## src/rtl/eth_spi_pkg.sv

```systemverilog
// eth_spi_pkg: state encoding and control-byte layout for the Ethernet SPI frame sequencer
package eth_spi_pkg;
    typedef enum logic [2:0] {
        S_IDLE, S_SETUP, S_ADDR_H, S_ADDR_L, S_CTRL, S_DATA, S_HOLD, S_DONE
    } state_t;
    localparam logic [1:0] OM_VDM = 2'b00;
    localparam logic RWB_READ = 1'b0;
    localparam logic RWB_WRITE = 1'b1;
    localparam int CTRL_BSB_LSB = 3;
    localparam int CTRL_RWB_BIT = 2;
    localparam int CTRL_OM_LSB = 0;
    function automatic logic [7:0] ctrl_byte(input logic [4:0] bsb, input logic rw);
        logic [7:0] b;
        b = '0;
        b[CTRL_BSB_LSB +: 5] = bsb;
        b[CTRL_RWB_BIT] = rw;
        b[CTRL_OM_LSB +: 2] = OM_VDM;
        return b;
    endfunction
endpackage

```

## src/rtl/eth_spi_frame_ctrl.sv

```systemverilog
// eth_spi_frame_ctrl: sequences addr/ctrl/data bytes of one SPI frame under chip-select
// Optional per-byte ack timeout enabled by ETH_SPI_TIMEOUT_EN.
module eth_spi_frame_ctrl
    import eth_spi_pkg::*;
#(
    parameter int LEN_W = 11,
    parameter int CS_SETUP = 4,
    parameter int CS_HOLD = 4,
    parameter int TO_CYC = 65535
) (
    input  logic             clk,
    input  logic             rst_n,
    input  logic             i_cmd_req,
    input  logic             i_cmd_rw,
    input  logic [15:0]      i_cmd_addr,
    input  logic [4:0]       i_cmd_bsb,
    input  logic [LEN_W-1:0] i_cmd_len,
    output logic             o_busy,
    input  logic [7:0]       i_wdata,
    output logic             o_wdata_rd,
    output logic [7:0]       o_rdata,
    output logic             o_rdata_vld,
    output logic             o_done,
    output logic             o_err,
    output logic             o_cs_ctrl,
    output logic             o_byte_req,
    output logic [7:0]       o_byte_tx,
    input  logic             i_byte_ack,
    input  logic [7:0]       i_byte_rx
);
    localparam int CNT_W = $clog2((CS_SETUP > CS_HOLD ? CS_SETUP : CS_HOLD) + 1);

    state_t            r_state, w_next;
    logic [15:0]       r_addr;
    logic [4:0]        r_bsb;
    logic              r_rw;
    logic [LEN_W-1:0]  r_len;
    logic [CNT_W-1:0]  r_cnt;
    logic              r_wait, r_rvld;
    logic [7:0]        r_tx, r_rdata;
    logic              w_byte_st, w_ack, w_cnt_end, w_to;
    logic [7:0]        w_tx;

    assign w_byte_st = r_state inside {S_ADDR_H, S_ADDR_L, S_CTRL, S_DATA};
    assign w_ack = w_byte_st && r_wait && i_byte_ack;
    assign w_cnt_end = (r_state == S_SETUP && r_cnt == CNT_W'(CS_SETUP - 1)) ||
                       (r_state == S_HOLD && r_cnt == CNT_W'(CS_HOLD - 1));

`ifdef ETH_SPI_TIMEOUT_EN
    localparam int TO_W = $clog2(TO_CYC + 1);
    logic [TO_W-1:0] r_to;
    always_ff @(posedge clk or negedge rst_n)
        if (!rst_n) r_to <= '0;
        else r_to <= (w_byte_st && r_wait && !i_byte_ack) ? r_to + 1'b1 : '0;
    assign w_to = w_byte_st && r_wait && !i_byte_ack && r_to == TO_W'(TO_CYC - 1);
`else
    assign w_to = (TO_CYC == 0) & 1'b0;
`endif

    always_ff @(posedge clk or negedge rst_n)
        if (!rst_n) r_state <= S_IDLE;
        else r_state <= w_next;

    always_comb begin
        w_next = r_state;
        case (r_state)
            S_IDLE:   if (i_cmd_req) w_next = (i_cmd_len == '0) ? S_DONE : S_SETUP;
            S_SETUP:  if (w_cnt_end) w_next = S_ADDR_H;
            S_ADDR_H: if (w_ack) w_next = S_ADDR_L;
            S_ADDR_L: if (w_ack) w_next = S_CTRL;
            S_CTRL:   if (w_ack) w_next = S_DATA;
            S_DATA:   if (w_ack && r_len == LEN_W'(1)) w_next = S_HOLD;
            S_HOLD:   if (w_cnt_end) w_next = S_DONE;
            default:  w_next = S_IDLE;
        endcase
        if (w_to) w_next = S_IDLE;
    end

    always_comb begin
        o_busy = r_state != S_IDLE;
        o_cs_ctrl = !(r_state inside {S_SETUP, S_ADDR_H, S_ADDR_L, S_CTRL, S_DATA, S_HOLD});
        o_byte_req = w_byte_st && !r_wait;
        o_wdata_rd = o_byte_req && r_state == S_DATA && r_rw == RWB_WRITE;
        w_tx = r_state == S_ADDR_H ? r_addr[15:8] :
               r_state == S_ADDR_L ? r_addr[7:0] :
               r_state == S_CTRL   ? ctrl_byte(r_bsb, r_rw) :
               r_rw == RWB_WRITE   ? i_wdata : 8'h00;
        // The first cycle presents the live byte; afterwards the captured copy holds it until ack.
        o_byte_tx = r_wait ? r_tx : (o_byte_req ? w_tx : 8'h00);
        o_rdata = r_rdata;
        o_rdata_vld = r_rvld;
        o_done = r_state == S_DONE;
        o_err = w_to;
    end

    always_ff @(posedge clk or negedge rst_n)
        if (!rst_n) begin
            r_addr <= '0;
            r_bsb <= '0;
            r_rw <= RWB_READ;
            r_len <= '0;
            r_cnt <= '0;
            r_wait <= 1'b0;
            r_tx <= '0;
            r_rdata <= '0;
            r_rvld <= 1'b0;
        end else begin
            if (r_state == S_IDLE && i_cmd_req) begin
                r_addr <= i_cmd_addr;
                r_bsb <= i_cmd_bsb;
                r_rw <= i_cmd_rw;
                r_len <= i_cmd_len;
            end
            r_cnt <= (w_next == r_state && (r_state == S_SETUP || r_state == S_HOLD)) ? r_cnt + 1'b1 : '0;
            r_wait <= w_to ? 1'b0 : o_byte_req ? 1'b1 : w_ack ? 1'b0 : r_wait;
            if (o_byte_req) r_tx <= w_tx;
            if (w_ack && r_state == S_DATA) r_len <= r_len - 1'b1;
            r_rvld <= w_ack && r_state == S_DATA && r_rw == RWB_READ;
            if (w_ack && r_state == S_DATA && r_rw == RWB_READ) r_rdata <= i_byte_rx;
        end
endmodule

```

## config.mk

```make
export PLATFORM = sky130hd
export DESIGN_NAME = eth_spi_frame_ctrl
export DESIGN_NICKNAME = d
export VERILOG_FILES = /design/src/rtl/eth_spi_pkg.sv /design/src/rtl/eth_spi_frame_ctrl.sv
export SDC_FILE = /design/constraint.sdc
export NUM_CORES = 1
export LEC_CHECK = 0
export ABC_CLOCK_PERIOD_IN_PS = 3200
export BUFFER_PORTS_ARGS = -buffer_cell sky130_fd_sc_hd__clkbuf_2
export CORE_ASPECT_RATIO = 0.6
export CORE_MARGIN = 4
export CORE_UTILIZATION = 57
export CTS_CLUSTER_SIZE = 25
export DETAILED_ROUTE_END_ITERATION = 16
export GPL_TIMING_DRIVEN = 0
export PLACE_DENSITY = 0.86
export REMOVE_ABC_BUFFERS = 1
export SLEW_MARGIN = 15
export SYNTH_ARGS = -nofsm -noshare
export SYNTH_HDL_FRONTEND = slang
export SYNTH_SLANG_ARGS = --single-unit
```

## constraint.sdc

```tcl
create_clock -name clk -period 3.2 [get_ports clk]
set_clock_uncertainty 0.2 [all_clocks]
set_input_delay 0.32 -clock clk [delete_from_list [all_inputs] [get_ports clk]]
set_output_delay 0.32 -clock clk [all_outputs]
set_load 0.01 [all_outputs]
```

After elaboration in Yosys (flattened, before gate mapping)
Index checks and enable logic that the tools add are counted.
{"block": "word_totals", "output_inout_bits": 23, "register_bits": 57, "word_cells": 66}
{"block": "op_classes", "n_reduce_logical": 23, "eq_ne": 10, "muxes": 20, "bitwise": 1, "n_addsub": 2}
{"cell": "two-way mux 8 bit", "n": 6}
{"cell": "two-way mux 3 bit", "n": 9}
{"cell": "two-way mux 11 bit", "n": 2}
{"cell": "one-hot mux 3 bit (7 select lines)", "n": 1}
{"cell": "equality test 3 bit, second input constant", "n": 4}
{"cell": "logical AND 1 bit", "n": 12}
{"cell": "equality test 11 x 1 -> 1 bit, second input constant", "n": 1}
{"cell": "logical NOT 11 bit", "n": 1}
{"cell": "subtractor 11 x 1 -> 11 bit, second input constant", "n": 1}
{"cell": "equality test 3 x 2 -> 1 bit, second input constant", "n": 3}
{"cell": "nonzero test 6 bit", "n": 1}
{"cell": "nonzero test 2 bit", "n": 2}
{"cell": "nonzero test 4 bit", "n": 1}
{"cell": "adder 3 x 1 -> 3 bit, second input constant", "n": 1}
{"cell": "equality test 3 x 1 -> 1 bit, second input constant", "n": 1}
{"cell": "equality test 3 bit", "n": 1}
{"cell": "logical NOT 3 bit", "n": 1}
{"cell": "nonzero test 3 bit", "n": 1}
{"cell": "logical NOT 1 bit", "n": 2}
{"cell": "logical OR 1 bit", "n": 2}
{"cell": "two-way mux 1 bit", "n": 2}
{"cell": "NOT 1 bit", "n": 1}

Longest topological paths before layout
{"block": "depth", "ltp_word": 10, "depth_mapped": 7}

Worst setup path after synthesis
Ideal clock, no wire load.
{"block": "synth_timing", "path_kind": "register -> output", "startpoint": "register r_state[1]", "endpoint": "output port o_byte_tx[3]", "path_stages_with_launch": 7, "arrival_time_ps": 1541, "required_time_ps": 2680, "path_slack_ps": 1139, "path_buffers": 3, "cell_sequence": "dfrtp_1 -> clkbuf_2 -> buf_4 -> clkbuf_1 -> o311ai_0 -> a22oi_1 -> o21ai_0"}
{"block": "synth_via", "elab_chain_len": 6}
{"element": "from (decl)", "line": "eth_spi_frame_ctrl.sv:33", "text": "state_t r_state, w_next;"}
{"element": "from (signal assigned)", "line": "eth_spi_frame_ctrl.sv:62", "text": "else r_state <= w_next;"}
{"element": "equality test 3 bit", "line": "eth_spi_frame_ctrl.sv:44, eth_spi_frame_ctrl.sv:86"}
{"element": "two-way mux 8 bit", "line": "eth_spi_frame_ctrl.sv:86", "text": "r_state == S_CTRL ? ctrl_byte(r_bsb, r_rw) :"}
{"element": "two-way mux 8 bit", "line": "eth_spi_frame_ctrl.sv:85", "text": "r_state == S_ADDR_L ? r_addr[7:0] :"}
{"element": "two-way mux 8 bit", "line": "eth_spi_frame_ctrl.sv:84", "text": "w_tx = r_state == S_ADDR_H ? r_addr[15:8] :"}
{"element": "two-way mux 8 bit * (2 in series)", "line": "eth_spi_frame_ctrl.sv:89", "text": "o_byte_tx = r_wait ? r_tx : (o_byte_req ? w_tx : 8'h00);"}
{"element": "to (decl)", "line": "eth_spi_frame_ctrl.sv:27", "text": "output logic [7:0] o_byte_tx,"}
Every way passes the cells marked *; elsewhere a longest branch is shown, timed or not.

Final worst setup path
{"block": "layout_timing", "startpoint": "register r_state[0]", "endpoint": "register r_state[2]"}
{"block": "layout_via", "elab_chain_len": 7}
{"element": "equality test 3 x 2 -> 1 bit / equality test 3 bit (equally long branches)", "line": "eth_spi_frame_ctrl.sv:44, eth_spi_frame_ctrl.sv:66"}
{"element": "nonzero test 4 bit", "line": "eth_spi_frame_ctrl.sv:44", "text": "assign w_byte_st = r_state inside {S_ADDR_H, S_ADDR_L, S_CTRL, S_DATA};"}
{"element": "logical AND 1 bit (2 in series)", "line": "eth_spi_frame_ctrl.sv:45", "text": "assign w_ack = w_byte_st && r_wait && i_byte_ack;"}
{"element": "logical AND 1 bit", "line": "eth_spi_frame_ctrl.sv:72", "text": "S_DATA: if (w_ack && r_len == LEN_W'(1)) w_next = S_HOLD;"}
{"element": "two-way mux 3 bit", "line": "eth_spi_frame_ctrl.sv:72"}
{"element": "one-hot mux 3 bit (7 select lines) *", "line": "eth_spi_frame_ctrl.sv:66", "text": "case (r_state)"}
{"element": "net w_next[2]", "line": "eth_spi_frame_ctrl.sv:33"}
The timed path passes the listed nets; every way through them passes the cells marked *.
A chain may end at the register's enable or synchronous reset.

==> results.md <==
- DRT iter0 DRCs: 285
- Setup Fix Bufs, Post-CTS: 0
- Crit-path max FO: 27
- Final Util: 75.0%
- Hold Path End: r_addr[2]
- Die width: 102 um
- RSZ-0062 raised after global routing: no
- Reg-to-Reg Start: r_state[0]
- Synth area leader: dfrtp_1
- CTS Buffer Depth: 2
- Startpoint types: flop
- Tcrit/Tclk final: 89.2%
- Static leakage power: 1.87 nW
- R2R setup slack: 350 ps
- Yosys cell types: 50
- Largest net degree at the start of global routing: 58
- FF-to-FF path depth: 4
- Die area: 0.00651 mm2
- Placeable Area: 0.00505 mm2
- # setup viols final: 0
- Yosys reg bits: 57
- # H-tree levels: 3
- WL final: 7750 um
- Max IR drop VDD: 0.592 mV
- Top-area cell type share of the netlist area: 47.7%
- Min-delay worst type: primary input to flop
- Count leader, synth: nand2_1
- Synth Warn #: 0
- Max Fclk: 0.350 GHz
- Mean Syn Cell Area: 9.09 um2
- Vias: 2776
- Critical R2R Capture: r_state[2]
- CTS Sinks: 57
- Fillers: 370
- Crit path capture type: flop
- Die height: 64.1 um
- Top post-synthesis cells by area: dfrtp_1 48%, nand2_1 9.7%, mux2_2 3.8%
- Hold Slack: 1.33 ps
- Critical Path RT: 3270 ps
- Global-route wire length before repair: 12600 um
- Minimum clock period: 2850 ps
- Seq/Total Area, Yosys: 47.7%
- Hold Crit Start: i_cmd_addr[2]
- Ys async rst share: 100%
- Total grt overflow: 0
- Max cap viols: 0
- Critical path arrival: 2930 ps
- Ant. Diodes: 0
- Vias in the first global route: 2723
- Fin nets: 474
- Routability congestion estimate: 0.891
- Num CTS Buffers: 9
- Worst Setup Path Type: flop to flop
- FF+latch area: 0.00143 mm2
- TritonRoute pass-1 iters: 5
- Layout area overhead: 26.7%
- Slew HR: 27.4%
- Cell area after synthesis: 0.00299 mm2
- Tot Pwr: 3.42 mW
- Post-synth top cells: 77 x nand2_1, 57 x dfrtp_1, 18 x nor2_1, 18 x o21ai_0, 13 x inv_1
- Initial Util: 59.2%
- Layout cells sized above 1: 26.8%
- PortBufs: 74
- Final Instance Area: 0.00379 mm2
- Post-synth EDFFs: 0
- Vias per Instance: 5.69
- Final ANT Viol Nets: 0
- CTS root buf: clkbuf_8
- Initial antenna violation count: 0
- Core Rows: 20
- TritonCTS clock tree: built
- Dpl cell area: 0.00337 mm2
- Pwr per Cell Area: 902 mW/mm2
- Area of the multi-input gates: 0.00142 mm2
- HPWL after DPL: 5220 um
- Status: completed
- IO Pins: 76
- Drt wl/cell: 15.9 um
- Worst skew pair latency: 340 ps
- Final Max Slew Viols: 0
- Main synth FF type: dfrtp_1
- Fin Setup TNS: 0 ps
- Post-route DRC violation count: 0
- Worst-margin pin slew: 1080 ps
- Mapped Cells: 329
- Clock Pin Slew Worst Setup and Hold Paths: 70 ps
- Hold depth: 3
- Fin. Hold Viols: 0
- Global Route Usage Sum: 25.3%
## metal layers
metal	vias up	wire [um]	part of all wire (%)	global-route usage, %
met1	1287	3400	44	33.0
met3	13	748	9.7	7.63
li1	1339	-	-	-
met2	137	3500	45	40.3
met4	0	99	1.3	8.62
met5	-	0	0	0
## logic make-up (layout without fill, tap and decap cells)
| logic type | Yosys count | in the layout | synth area share [%] |
|---|---|---|---|
| and+or+nand+nor | 144 | 144 | 22.9 |
| AOI/OAI and AO/OA | 74 | 74 | 17.7 |
| DFF | 57 | 57 | 47.7 |
| buffers and inverters | 36 | 129 | 5.23 |
| muxes | 12 | 12 | 4.44 |
| adders and majority gates | 4 | 4 | 1.67 |
| other | 1 | 1 | 0.125 |
| xor gates and xnor gates | 1 | 1 | 0.293 |
## worst max-delay path by stage
stage                           from      endpoint  slack, ps  cells after the start
after floorplan           r_state[2]      r_len[5]      -1500                      4
after global placement    r_state[2]      r_len[5]      -3390                      4
after detailed placement  r_state[2]  o_byte_tx[2]        290                      5
after CTS                 r_state[2]  o_byte_tx[2]        160                      5
after global routing      r_state[0]    r_state[2]        110                      4
final                     r_state[0]    r_state[2]        350                      4
## critical path, cell delays in order (launching register included)
cell	delay (ps)
dfrtp_1	690
nor2_1	310
nand3b_1	770
nor3_1	630
o31a_1	190
## registers in the layout, indices dropped and copies added (netlist names)
| name | cells |
|---|---|
| r_wait | 1 |
| o_rdata_vld | 1 |
| r_cnt | 3 |
| r_rw | 1 |
| r_state | 3 |
| r_len | 11 |
| r_bsb | 5 |
| r_addr | 16 |
| o_rdata | 8 |
| r_tx | 8 |
## through the flow
stage / setup WS (ps) / instances
3_3_place_gp: -3390 / 447
3_5_place_dp: 290 / 451
5_1_grt: 110 / 488
2_1_floorplan: -1500 / 307
6_report: 346 / 488
4_1_cts: 162 / 486
## timing repair
action / CTS / global route
endpoints found under the setup margin: 2 / 2
hold buffers: 19 / 2
cloned: 0 / 0
resized for setup: 2 / 1
endpoints found under the hold margin: 75 / 2
## cell type report
| cell class | instances | share of cell area (%) |
|---|---|---|
| clock buffer | 12 | 4.09 |
| clock inverter | 4 | 1.35 |
| inverter | 14 | 1.39 |
| multi-input combinational | 236 | 37.4 |
| sequential | 57 | 37.7 |
| tap | 66 | 2.18 |
| timing repair buffer | 99 | 15.9 |
## power by group
group | internal (mW) | switching (mW)
clock network | 0.402 | 0.287
registers | 1.04 | 0.355
logic | 0.605 | 0.728
## cell usage in the layout, fill, tap and decap left out, types with 4 or more instances in the layout
master and n:
nand2_1 77, clkbuf_2 73, dfrtp_1 55, dlygate4sd3_1 21, nor2_1 18, o21ai_0 18
inv_1 13, clkbuf_8 11, mux2_2 10, a21o_1 9, o211ai_1 7, a221o_1 7
nor3_1 6, and2_1 6, o311ai_0 6, nor4_1 5, nand4_1 4, nand3b_1 4
a31oi_1 4, a22oi_1 4, a21oi_1 4, ha_1 4, buf_2 4
Note: power is estimated with default switching activity, not from simulation.
